$ cat src/rtl/alu_seq_if.sv
`default_nettype none
// ============================================================================
//  Module      : alu_seq_if
//  Description : Request/response bundle for the limb-serial wide ALU.
//  Revision    : 1.0 - initial release
// ============================================================================
interface alu_seq_if #(
    parameter int LIMB_W = 8,
    parameter int LIMBS  = 4
);
    localparam int W = LIMB_W * LIMBS;

    logic         in_valid;
    logic         in_ready;
    logic [2:0]   op;
    logic [W-1:0] a;
    logic [W-1:0] b;
    logic         out_valid;
    logic         out_ready;
    logic [W-1:0] res;
    logic         N;
    logic         Z;
    logic         C;
    logic         V;

    modport master (
        output in_valid, op, a, b, out_ready,
        input  in_ready, out_valid, res, N, Z, C, V
    );

    modport slave (
        input  in_valid, op, a, b, out_ready,
        output in_ready, out_valid, res, N, Z, C, V
    );
endinterface
`default_nettype wire

$ cat src/rtl/alu_seq.sv
`default_nettype none
// ============================================================================
//  Module      : alu_seq
//  Description : Wide ALU evaluated one limb per cycle, LSB limb first, with
//                carry chained between limbs; NZCV flags on the last limb.
//  Revision    : 1.0 - initial release
// ============================================================================
module alu_seq #(
    parameter int LIMB_W = 8,
    parameter int LIMBS  = 4
) (
    input  wire          clk,
    input  wire          rst,
    alu_seq_if.slave     bus
);
    localparam int W     = LIMB_W * LIMBS;
    localparam int CNT_W = (LIMBS > 1) ? $clog2(LIMBS) : 1;

    localparam logic [CNT_W-1:0] c_last = CNT_W'(LIMBS - 1);

    localparam logic [1:0] c_st_idle = 2'd0;
    localparam logic [1:0] c_st_run  = 2'd1;
    localparam logic [1:0] c_st_done = 2'd2;

    localparam logic [2:0] c_op_add = 3'b000;
    localparam logic [2:0] c_op_sub = 3'b001;
    localparam logic [2:0] c_op_not = 3'b010;
    localparam logic [2:0] c_op_and = 3'b011;
    localparam logic [2:0] c_op_or  = 3'b100;
    localparam logic [2:0] c_op_xor = 3'b101;
    localparam logic [2:0] c_op_lt  = 3'b110;
    localparam logic [2:0] c_op_eq  = 3'b111;

    logic [1:0]       r_state;
    logic             r_in_ready;
    logic             r_out_valid;
    logic [W-1:0]     r_a;
    logic [W-1:0]     r_b;
    logic [2:0]       r_op;
    logic [CNT_W-1:0] r_cnt;
    logic             r_carry;
    logic             r_eq;
    logic [W-1:0]     r_res;
    logic             r_n;
    logic             r_z;
    logic             r_c;
    logic             r_v;

    logic              w_inv;
    logic              w_last;
    logic [LIMB_W-1:0] w_a_limb;
    logic [LIMB_W-1:0] w_b_limb;
    logic [LIMB_W-1:0] w_b_eff;
    logic [LIMB_W:0]   w_sum;
    logic [LIMB_W-1:0] w_limb_val;
    logic [W-1:0]      w_res_limb;
    logic              w_eq_next;
    logic              w_sub_v;
    logic              w_lt;
    logic [W-1:0]      w_res_final;
    logic              w_is_arith;

    assign w_inv      = (r_op == c_op_sub) || (r_op == c_op_lt);
    assign w_is_arith = (r_op == c_op_add) || (r_op == c_op_sub);
    assign w_last     = (r_cnt == c_last);
    assign w_a_limb   = r_a[r_cnt*LIMB_W +: LIMB_W];
    assign w_b_limb   = r_b[r_cnt*LIMB_W +: LIMB_W];
    assign w_b_eff    = w_inv ? ~w_b_limb : w_b_limb;
    assign w_sum      = {1'b0, w_a_limb} + {1'b0, w_b_eff} + {{LIMB_W{1'b0}}, r_carry};
    assign w_eq_next  = r_eq & (w_a_limb == w_b_limb);

    always_comb begin
        w_limb_val = w_sum[LIMB_W-1:0];
        case (r_op)
            c_op_not: w_limb_val = ~w_a_limb;
            c_op_and: w_limb_val = w_a_limb & w_b_limb;
            c_op_or:  w_limb_val = w_a_limb | w_b_limb;
            c_op_xor: w_limb_val = w_a_limb ^ w_b_limb;
            default:  w_limb_val = w_sum[LIMB_W-1:0];
        endcase
    end

    always_comb begin
        w_res_limb = r_res;
        w_res_limb[r_cnt*LIMB_W +: LIMB_W] = w_limb_val;
    end

    // On the last limb the operand MSBs are the sign bits of the full word.
    assign w_sub_v = (w_a_limb[LIMB_W-1] == w_b_eff[LIMB_W-1]) &&
                     (w_res_limb[W-1] != w_a_limb[LIMB_W-1]);
    assign w_lt    = w_res_limb[W-1] ^ w_sub_v;

    always_comb begin
        w_res_final = w_res_limb;
        if (r_op == c_op_lt) begin
            w_res_final = {W{w_lt}};
        end else if (r_op == c_op_eq) begin
            w_res_final = {W{w_eq_next}};
        end
    end

    always_ff @(posedge clk) begin
        if (rst) begin
            r_state     <= c_st_idle;
            r_in_ready  <= 1'b1;
            r_out_valid <= 1'b0;
            r_a         <= '0;
            r_b         <= '0;
            r_op        <= 3'b000;
            r_cnt       <= '0;
            r_carry     <= 1'b0;
            r_eq        <= 1'b0;
            r_res       <= '0;
            r_n         <= 1'b0;
            r_z         <= 1'b0;
            r_c         <= 1'b0;
            r_v         <= 1'b0;
        end else begin
            case (r_state)
                c_st_idle: begin
                    if (bus.in_valid) begin
                        r_a        <= bus.a;
                        r_b        <= bus.b;
                        r_op       <= bus.op;
                        r_cnt      <= '0;
                        r_carry    <= (bus.op == c_op_sub) || (bus.op == c_op_lt);
                        r_eq       <= 1'b1;
                        r_in_ready <= 1'b0;
                        r_state    <= c_st_run;
                    end
                end
                c_st_run: begin
                    r_carry <= w_sum[LIMB_W];
                    r_eq    <= w_eq_next;
                    if (w_last) begin
                        r_res       <= w_res_final;
                        r_n         <= w_res_final[W-1];
                        r_z         <= (w_res_final == '0);
                        r_c         <= w_is_arith & w_sum[LIMB_W];
                        r_v         <= w_is_arith & w_sub_v;
                        r_cnt       <= '0;
                        r_out_valid <= 1'b1;
                        r_state     <= c_st_done;
                    end else begin
                        r_res <= w_res_limb;
                        r_cnt <= r_cnt + 1'b1;
                    end
                end
                c_st_done: begin
                    if (bus.out_ready) begin
                        r_out_valid <= 1'b0;
                        r_in_ready  <= 1'b1;
                        r_state     <= c_st_idle;
                    end
                end
                default: begin
                    r_out_valid <= 1'b0;
                    r_in_ready  <= 1'b1;
                    r_state     <= c_st_idle;
                end
            endcase
        end
    end

    assign bus.in_ready  = r_in_ready;
    assign bus.out_valid = r_out_valid;
    assign bus.res       = r_res;
    assign bus.N         = r_n;
    assign bus.Z         = r_z;
    assign bus.C         = r_c;
    assign bus.V         = r_v;
endmodule
`default_nettype wire

$ cat src/flat_wrapper.sv
// flat-port wrapper written by rule: the top's interface ports become plain ports
module alu_seq_flat 
#(
    parameter int LIMB_W = 8,
    parameter int LIMBS  = 4
)
  (clk, rst, bus_in_valid, bus_op, bus_a, bus_b, bus_out_ready, bus_in_ready, bus_out_valid, bus_res, bus_N, bus_Z, bus_C, bus_V);
  alu_seq_if #(.LIMB_W(LIMB_W), .LIMBS(LIMBS)) bus_i ();
  input  wire clk;
  input  wire rst;
  input wire logic [$bits(bus_i.in_valid)-1:0] bus_in_valid;
  input wire logic [$bits(bus_i.op)-1:0] bus_op;
  input wire logic [$bits(bus_i.a)-1:0] bus_a;
  input wire logic [$bits(bus_i.b)-1:0] bus_b;
  input wire logic [$bits(bus_i.out_ready)-1:0] bus_out_ready;
  output wire logic [$bits(bus_i.in_ready)-1:0] bus_in_ready;
  output wire logic [$bits(bus_i.out_valid)-1:0] bus_out_valid;
  output wire logic [$bits(bus_i.res)-1:0] bus_res;
  output wire logic [$bits(bus_i.N)-1:0] bus_N;
  output wire logic [$bits(bus_i.Z)-1:0] bus_Z;
  output wire logic [$bits(bus_i.C)-1:0] bus_C;
  output wire logic [$bits(bus_i.V)-1:0] bus_V;
  assign bus_i.in_valid = bus_in_valid;
  assign bus_i.op = bus_op;
  assign bus_i.a = bus_a;
  assign bus_i.b = bus_b;
  assign bus_i.out_ready = bus_out_ready;
  assign bus_in_ready = bus_i.in_ready;
  assign bus_out_valid = bus_i.out_valid;
  assign bus_res = bus_i.res;
  assign bus_N = bus_i.N;
  assign bus_Z = bus_i.Z;
  assign bus_C = bus_i.C;
  assign bus_V = bus_i.V;
  alu_seq #(.LIMB_W(LIMB_W), .LIMBS(LIMBS)) u_core (.clk(clk), .rst(rst), .bus(bus_i));
endmodule
$ cat config.mk
export PLATFORM = sky130hd
export DESIGN_NAME = alu_seq_flat
export DESIGN_NICKNAME = d
export VERILOG_FILES = /design/src/rtl/alu_seq_if.sv /design/src/rtl/alu_seq.sv /design/src/flat_wrapper.sv
export SDC_FILE = /design/constraint.sdc
export NUM_CORES = 1
export LEC_CHECK = 0
export ABC_AREA = 1
export ABC_CLOCK_PERIOD_IN_PS = 4100
export BUFFER_PORTS_ARGS = -buffer_cell sky130_fd_sc_hd__buf_2
export CAP_MARGIN = 20
export CORE_ASPECT_RATIO = 0.9
export CORE_UTILIZATION = 35
export DETAILED_ROUTE_END_ITERATION = 10
export GPL_TIMING_DRIVEN = 0
export PLACE_DENSITY = 0.6
export SYNTH_ARGS = -nofsm -noshare
export SYNTH_HDL_FRONTEND = slang
export SYNTH_SLANG_ARGS = --single-unit
export TNS_END_PERCENT = 1
$ cat constraint.sdc
create_clock -name clk -period 4.1 [get_ports clk]
set_input_delay 0.205 -clock clk [delete_from_list [all_inputs] [get_ports clk]]
set_output_delay 0.205 -clock clk [all_outputs]
set_load 0.01 [all_outputs]
Yosys cells after proc, flatten, opt, wreduce, memory -nomap -nowiden
Cells that the tools add are included.

Register bits after elaboration: 111. Input bits: 71. Output and inout bits: 38.

Add/sub/neg operators: 4. Eq/ne operators: 18. Shifts and indexed selects: 4. Multiplexer cells: 23. Bitwise logic cells: 11. Reductions and logical operators: 14.

Operators by type and width (count): 32-bit 2-to-1 mux (3); 32-bit by 6-bit variable part select with 8-bit output (2); 5-bit negator with 34-bit output (1); 8-bit by 34-bit variable shift with 32-bit output (first input constant) (1); 8-bit by 34-bit variable part select with 32-bit output (1); 32-bit bitwise mux (1); 32-bit zero test (1); 8-bit one-hot mux with 4 select lines (1); 8-bit NOT (2); 3-bit equality test (second input constant) (5); 2-bit 2-to-1 mux (5); 8-bit by 8-bit adder with 9-bit output (1); 9-bit by 1-bit adder with 9-bit output (1); 3-bit AND reduction (3); 8-bit AND (1); 8-bit equality test (1); 8-bit 2-to-1 mux (1); 8-bit OR (1); 8-bit bitwise XOR (1); 3-bit by 1-bit equality test with 1-bit output (second input constant) (2); 3-bit by 2-bit equality test with 1-bit output (second input constant) (2); 1-bit 2-to-1 mux (6); 1-bit one-hot mux with 3 select lines (2); 2-bit one-hot mux with 3 select lines (1); 18 further kinds (28).

Depth between registers and ports, before layout
Gate-level depths: netlist (run 1).

Depth in word-level cells: 13. Gate-level depth with buffers: 29. Mapped depth without buffers: 26.

Worst setup path before layout (run 1)
No wires, ideal clock.

Kind: flip-flop to flip-flop. Start point: register u_core.r_cnt[0]. End point: register u_core.r_z (netlist: u_core.bus.Z). Library setup time: 132 ps. Arrival: 3718 ps. Setup slack: 250 ps. Cell stages (with the launch flop): 25. Clock period less this slack: 3850 ps. Cell sequence: dfxtp_1 > buf_2 > buf_2 > buf_1 > buf_1 > nand2_1 > nand3_1 > nand2_1 > xor2_1 > fa_1 > fa_1 > nand2_1 > nand3_1 > nand3b_1 > nand2_1 > nand2_1 > nand2_1 > nand2_1 > nand4_1 > o21ai_1 > a21boi_0 > o21ai_1 > nor2_1 > nand3_1 > a21oi_1.

Word-level cells in the longest chain between the ends: 13.

RTL lines: start: declaration (RTL line alu_seq.sv:40) `logic [CNT_W-1:0] r_cnt;`; start signal: assignment (RTL line alu_seq.sv:146) `r_cnt <= r_cnt + 1'b1;`; 32-bit by 6-bit variable part select with 8-bit output (RTL line alu_seq.sv:67) `assign w_b_limb = r_b[r_cnt*LIMB_W +: LIMB_W];`; 8-bit NOT (RTL line alu_seq.sv:68) `assign w_b_eff = w_inv ? ~w_b_limb : w_b_limb;`; 8-bit 2-to-1 mux (RTL line alu_seq.sv:68); 8-bit by 8-bit adder with 9-bit output (RTL line alu_seq.sv:69) `assign w_sum = {1'b0, w_a_limb} + {1'b0, w_b_eff} + {{LIMB_W{1'b0}}, r_carry};`; 9-bit by 1-bit adder with 9-bit output (RTL line alu_seq.sv:69); 8-bit one-hot mux with 4 select lines (RTL line alu_seq.sv:74) `case (r_op)`; 8-bit by 34-bit variable part select with 32-bit output (RTL line alu_seq.sv:85) `w_res_limb[r_cnt*LIMB_W +: LIMB_W] = w_limb_val;`; 32-bit bitwise mux (RTL line alu_seq.sv:85); 1-bit != test (RTL line alu_seq.sv:90) `(w_res_limb[W-1] != w_a_limb[LIMB_W-1]);`; 1-bit logical AND (RTL line alu_seq.sv:89) `assign w_sub_v = (w_a_limb[LIMB_W-1] == w_b_eff[LIMB_W-1]) &&`; 1-bit bitwise XOR (RTL line alu_seq.sv:91) `assign w_lt = w_res_limb[W-1] ^ w_sub_v;`; 32-bit 2-to-1 mux (RTL line alu_seq.sv:95) `if (r_op == c_op_lt) begin`; 32-bit zero test (RTL line alu_seq.sv:138) `r_z <= (w_res_final == '0);`; end signal: assignment (RTL line alu_seq.sv:138); end: declaration (RTL line alu_seq.sv:45) `logic r_z;`.

Several ways; a longest one is shown, not always the timed one. A chain may end at the register's enable or synchronous reset.

Final worst setup path (run 1)
Ends and elaborated chain as after synthesis.

==> results.cfg, run 1 <==
[sta]
min_period_ns = 3.870
fmax_mhz = 258.4
slew_headroom = 0.4670
fin_skew_ns = 0.01436
timing.final.crit_share = 0.9438
setup_viol = 0
tightest_slew_ns = 0.7935
hold_violations = 0
final_max_slew_viol_count = 0

[power]
powerDensity_nw_per_um2 = 406.7
total_power_mw = 3.391
irDropWorstVdd_v = 0.0002028
cellLeakagePower_nw = 4.014

[yosys]
ys_seq_area_frac = 0.3226
synth_area_leader_cell = dfxtp_1
ys_ff_latch = 111
syn_nets = 1198
synthFlopType = dfxtp_1
yosysUniqueCellTypes = 39
synthArstFlopShare = 0
synth.area.top_cells = dfxtp_1 (32%), nand2_1 (18%), nor2_1 (9.3%), o21ai_0 (5.7%), ha_1 (5.4%)
synth-edff-count = 0
avgSynthCellArea_um2 = 6.290
synthCells = 1095
ys.warnings.count = 0
synth.top_cell.area_share = 0.3226
synth_area_um2 = 6888

[setup_path]
critPathBufInv = 5
critPathKind = reg2reg
r2r_start = u_core.r_cnt[0]
worstRegToRegCells = 24
r2r-end = u_core.bus.Z
slowest_stage = fa_2
crit_chain = buf_8 > buf_8 > buf_8 > buf_8 > nand2_1 > nand3_1 > nand2_2 > xor2_1 > fa_2 > fa_2 > nand2_1 > inv_1 > o21ai_1 > nand4_1 > o21ai_1 > nand2_1 > nand2_1 > nand2_1 > nand2_1 > nor2_1 > nand2_1 > nor2_4 > nand3_2 > a21oi_2
setup.worst_path.start = u_core.r_cnt[0]
crit_cells = 24
crit_family = simple AND/OR/NAND/NOR gates
crit_fanout = 10
cp-endpoint = u_core.bus.Z
reg2reg_setup_slack_ns = 0.23
end_kind = flop
worstPathRequired_ns = 4.32
cp_common_cell = nand2_1
critPathArrivalTime_ns = 4.09
cpPeakStageDelay_ns = 0.42
start_kind = flop

[grt]
track_usage = 0.2393
overflow = 0
antenna_found_initial = 1
grt_pass1_wl_mm = 37.21
grt_max_degree = 23
first_global_vias = 6836

[floorplan]
die_height_um = 135.1
core_area_um2 = 19220
row_count = 48
fp.dieArea_um2 = 20250
start_util = 0.3584
die_x_um = 149.9
ioPinCount = 109

[layout]
fillers = 2107
multi_input_area_um2 = 4207
drive_gt1_frac = 0.1630
final_common_cell = nand2_1
area_growth_pct = 21.04
nNetsFinal = 1331
fin_cells = 1484
stdcell_area_um2 = 8337
regArea_um2 = 2227
final_cell_mix = nand2_1 (327), nor2_1 (169), buf_2 (113)
fin_util = 0.4338

[clock_network]
clkTransAtPathRegs_ns = 0.09
clkLatencyLatePin_ns = 0.37
cts_tree = done
cts.sinks = 111
clockBufferDepth = 2
htree_levels = 3
cts_buffers = 9
cts_root_buf = clkbuf_16

[drt]
wl_mm = 23.83
vias_per_cell = 5.197
drc = 0
ant_nets = 0
routed-via-count = 7712
dr.pass1.iters = 8
wire_per_inst_um = 16.06
first_iter_violations = 775

[placed_design]
place_congestion = 0.9400
numPortBuffers = 107
place_hpwl_mm = 18.08
dpl-instance-area_um2 = 7736
place_inst = 1452

[hold_path]
hp-class = in2reg

[outcome]
status = finished clean

[flow_run]
cap_viol_max_count = 0
[layout make-up]
class / instances / share of cell area
sequential: 111 / 0.2671
antenna: 1 / 0.0003002
tap: 250 / 0.03752
clock buffer: 9 / 0.02701
multi-input combinational: 852 / 0.5046
buffer: 65 / 0.04412
timing repair buffer: 122 / 0.07774
inverter: 67 / 0.03107
clock inverter: 7 / 0.01051
[per-stage QoR]
| step | hold WS, ns | setup TNS (ns) | setup slack [ns] |
|---|---|---|---|
| CTS | 0.07883 | 0 | 0.05052 |
| floorplan | 0.3717 | 0 | 0.2495 |
| global route | 0.08823 | -0.01477 | -0.01477 |
| global placement | 0.4515 | -17.88 | -0.9188 |
| finish | 0.07776 | 0 | 0.2303 |
| detailed placement | 0.4556 | -18.65 | -0.9926 |
[Yosys cell counts, drive strengths merged, types with 3 or more instances]
master / count
a21oi: 53
a22oi: 27
a31oi: 6
buf: 28
clkbuf: 37
clkinv: 3
dfxtp: 111
ha: 30
inv: 64
nand2: 335
nand3: 71
nand3b: 5
nand4: 28
nor2: 173
nor3: 4
o21ai: 98
xor2: 9
[logic make-up after synthesis]
| kind of cell | share of synthesized area |
|---|---|
| fa+ha+maj | 0.06031 |
| simple gates | 0.3748 |
| xor+xnor | 0.01144 |
| compound gates | 0.1520 |
| flops | 0.3226 |
| buf+inv | 0.07884 |
[worst reg2reg max path, cell delays in order (launching register included)]
cell and delay, ns:
dfxtp_4 0.36, buf_8 0.12, buf_8 0.14, buf_8 0.13, buf_8 0.13, nand2_1 0.08, nand3_1 0.09, nand2_2 0.08
xor2_1 0.18, fa_2 0.42, fa_2 0.40, nand2_1 0.07, inv_1 0.04, o21ai_1 0.30, nand4_1 0.31, o21ai_1 0.26
nand2_1 0.07, nand2_1 0.07, nand2_1 0.07, nand2_1 0.09, nor2_1 0.04, nand2_1 0.10, nor2_4 0.06, nand3_2 0.07
a21oi_2 0.05
[repair_timing]
action,in CTS,in global routing
buffers inserted,2,13
endpoints found under the setup margin,37,33
resized for setup,26,31
pin swaps,1,8
hold buffers,0,0
[power breakdown]
group,internal [mW],switching [mW],leakage (nW)
Sequential,1.17,0.0546,0.912
Combinational,0.422,0.822,2.95
Clock,0.438,0.483,0.151
[metal layers]
metal / GRT usage / share of wire / up-vias
met5: 0 / 0 / -
met4: 0.06678 / 0.019 / 0
li1: - / - / 3841
met1: 0.3477 / 0.48 / 3522
met2: 0.3632 / 0.42 / 313
met3: 0.03682 / 0.081 / 36
[worst min-delay path by stage]
| stage | from | endpoint | slack [ns] | depth (start not counted) |
|---|---|---|---|---|
| final | bus_b[30] | u_core.r_b[30] | 0.08 | 3 |
| after global routing | bus_a[11] | u_core.r_a[11] | 0.09 | 3 |
| after floorplan | bus_a[0] | u_core.r_a[0] | 0.37 | 2 |
| after detailed placement | u_core.bus.N | u_core.bus.N | 0.46 | 2 |
| after global placement | u_core.bus.N | u_core.bus.N | 0.45 | 2 |
| after CTS | bus_b[30] | u_core.r_b[30] | 0.08 | 3 |
[registers in the layout, indices dropped and copies added, names as in the netlist, 2 cells and up]
signal and cells:
u_core.r_b 32, u_core.r_state 2, u_core.r_op 3, u_core.r_cnt 2, u_core.bus.res 32, u_core.r_a 32
Power figures use the tool's default switching activity.
==> inputs of run 2 (changes only) <==
REMOVE_ABC_BUFFERS = 1   (was default)
==> run 2 against run 1 <==
Against the previous run:
- critical path type unchanged
- clock power down 5.4%
- first-iteration DRC count is 44% lower
- cell area is 2.8% lower
- final cell count shrank 3.7%
- critical path depth increased by 3
- sequential share of layout area increased by 0.92 points
- combinational power down 9.7%
==> results.cfg, run 2 (synthesis gave the netlist of run 1 again) <==
[sta]
slew_headroom = 0.3665
tightest_slew_ns = 0.9430
rsz0062_at_grt = false
fin_tns_setup_ns = 0
min_period_ns = 3.799
hold_violations = 0
fin_hold_ws_ns = 0.07721
setup_viol = 0
timing.final.crit_share = 0.9267
fmax_mhz = 263.2
final_max_slew_viol_count = 0
fin_skew_ns = 0.01060

[power]
p_clk_frac = 0.269
power.internal_mw = 1.987
powerDensity_nw_per_um2 = 399.8
power_switching_share = 0.3863
irDropWorstVdd_v = 0.0002431
cellLeakagePower_nw = 3.908
power_switching_mw = 1.251
p_comb_frac = 0.347
total_power_mw = 3.239
power.share.sequential = 0.384

[setup_path]
worstPathRequired_ns = 4.39
r2r-end = u_core.bus.Z
slowest_stage = fa_1
cpPeakStageDelay_ns = 0.43
crit_fanout = 22
end_kind = flop
cp-endpoint = u_core.bus.Z
cp_common_cell = nand2_1
start_kind = flop
worstRegToRegCells = 27
critPathArrivalTime_ns = 4.09
setup.worst_path.start = u_core.r_cnt[0]
reg2reg_setup_slack_ns = 0.30
critPathKind = reg2reg
r2r_start = u_core.r_cnt[0]

[clock_network]
clockBufferDepth = 2
cts_root_buf = clkbuf_16
clkTransAtPathRegs_ns = 0.08
cts.sinks = 111
clkLatencyLatePin_ns = 0.37
cts_tree = done
htree_levels = 3
cts_buffers = 9
cts_hold_repair.buffers = 0

[grt]
grt_max_degree = 69
overflow = 0
antenna_found_initial = 0
first_global_vias = 6561
grt_pass1_wl_mm = 33.41
track_usage = 0.2097

[placed_design]
place_congestion = 0.8525
numPortBuffers = 108
place_hpwl_mm = 13.80

[layout]
fillers = 2113
antenna_cells = 0
fin_util = 0.4215
drive_gt1_frac = 0.1527
nNetsFinal = 1277
final_cell_mix = nand2_1 (332), nor2_1 (168), buf_2 (108)
area_growth_pct = 17.60
final_common_cell = nand2_1

[floorplan]
row_count = 48
core_area_um2 = 19220
ioPinCount = 109
die_x_um = 149.9
start_util = 0.3584
die_height_um = 135.1
fp.dieArea_um2 = 20250

[hold_path]
hp-class = in2reg
hold_path_depth = 3

[drt]
routed-via-count = 7243
wire_per_inst_um = 14.78
wl_mm = 21.13
ant_nets = 0
drc = 0
first_iter_violations = 435
vias_per_cell = 5.069
dr.pass1.iters = 5

[outcome]
status = finished clean

[flow_run]
cap_viol_max_count = 0
-- run 2: power groups by stage --
| stage | Combinational, mW | Sequential (mW) | Clock (mW) |
|---|---|---|---|
| after global routing | 1.29 | 1.26 | 0.934 |
| after detailed placement | 1.04 | 1.28 | 0 |
| after CTS | 1.06 | 1.25 | 0.893 |
| after floorplan | 0.744 | 1.26 | 0 |
| after global placement | 1.02 | 1.28 | 0 |
| final | 1.12 | 1.24 | 0.871 |
-- run 2: metrics by stage --
step	instance area [um^2]	instances	worst slack [ns]
3_5_place_dp	7564	1392	-0.9902
5_1_grt	8100	1429	0.03857
6_report	8100	1429	0.3006
2_1_floorplan	6601	1030	0.0004379
4_1_cts	7893	1410	0.01615
3_3_place_gp	7455	1388	-1.698
-- run 2: final cells by class --
| cell class | instances | area [um^2] | share of cell area |
|---|---|---|---|
| clock buffer | 11 | 232.7 | 0.02873 |
| clock inverter | 5 | 46.29 | 0.005715 |
| inverter | 67 | 271.5 | 0.03352 |
| multi-input combinational | 852 | 4156 | 0.5131 |
| sequential | 111 | 2238 | 0.2763 |
| tap | 250 | 312.8 | 0.03862 |
| timing repair buffer | 132 | 833.3 | 0.1029 |
| timing repair inverter | 1 | 8.758 | 0.001081 |
-- run 2: worst min-delay path by stage --
stage	startpoint	end	slack (ns)
final	bus_b[8]	u_core.r_b[8]	0.08
after global routing	bus_b[8]	u_core.r_b[8]	0.08
after CTS	bus_b[8]	u_core.r_b[8]	0.07
after detailed placement	u_core.bus.Z	u_core.bus.Z	0.46
after global placement	u_core.bus.N	u_core.bus.N	0.45
after floorplan	rst	u_core.bus.C	0.27
-- run 2: routing by layer --
layer / vias up / share of wire / global-route usage
met5: - / 0 / 0
met1: 3295 / 0.48 / 0.2868
met4: 0 / 0.016 / 0.06004
met2: 193 / 0.45 / 0.3351
li1: 3730 / - / -
met3: 25 / 0.055 / 0.03851
-- run 2: critical path, delay by kind of cell (launching register included) --
family	cells	cell delay, ns
buf+inv	3	0.48
flops	1	0.41
simple gates	21	1.84
compound gates	1	0.13
fa+ha+maj	2	0.83
-- run 2: timing repair --
action | 4_1_cts | 5_1_grt
setup endpoints to repair | 37 | 13
resized for setup | 9 | 9
cloned | 0 | 1
setup buffers | 2 | 17
pin swaps | 1 | 1
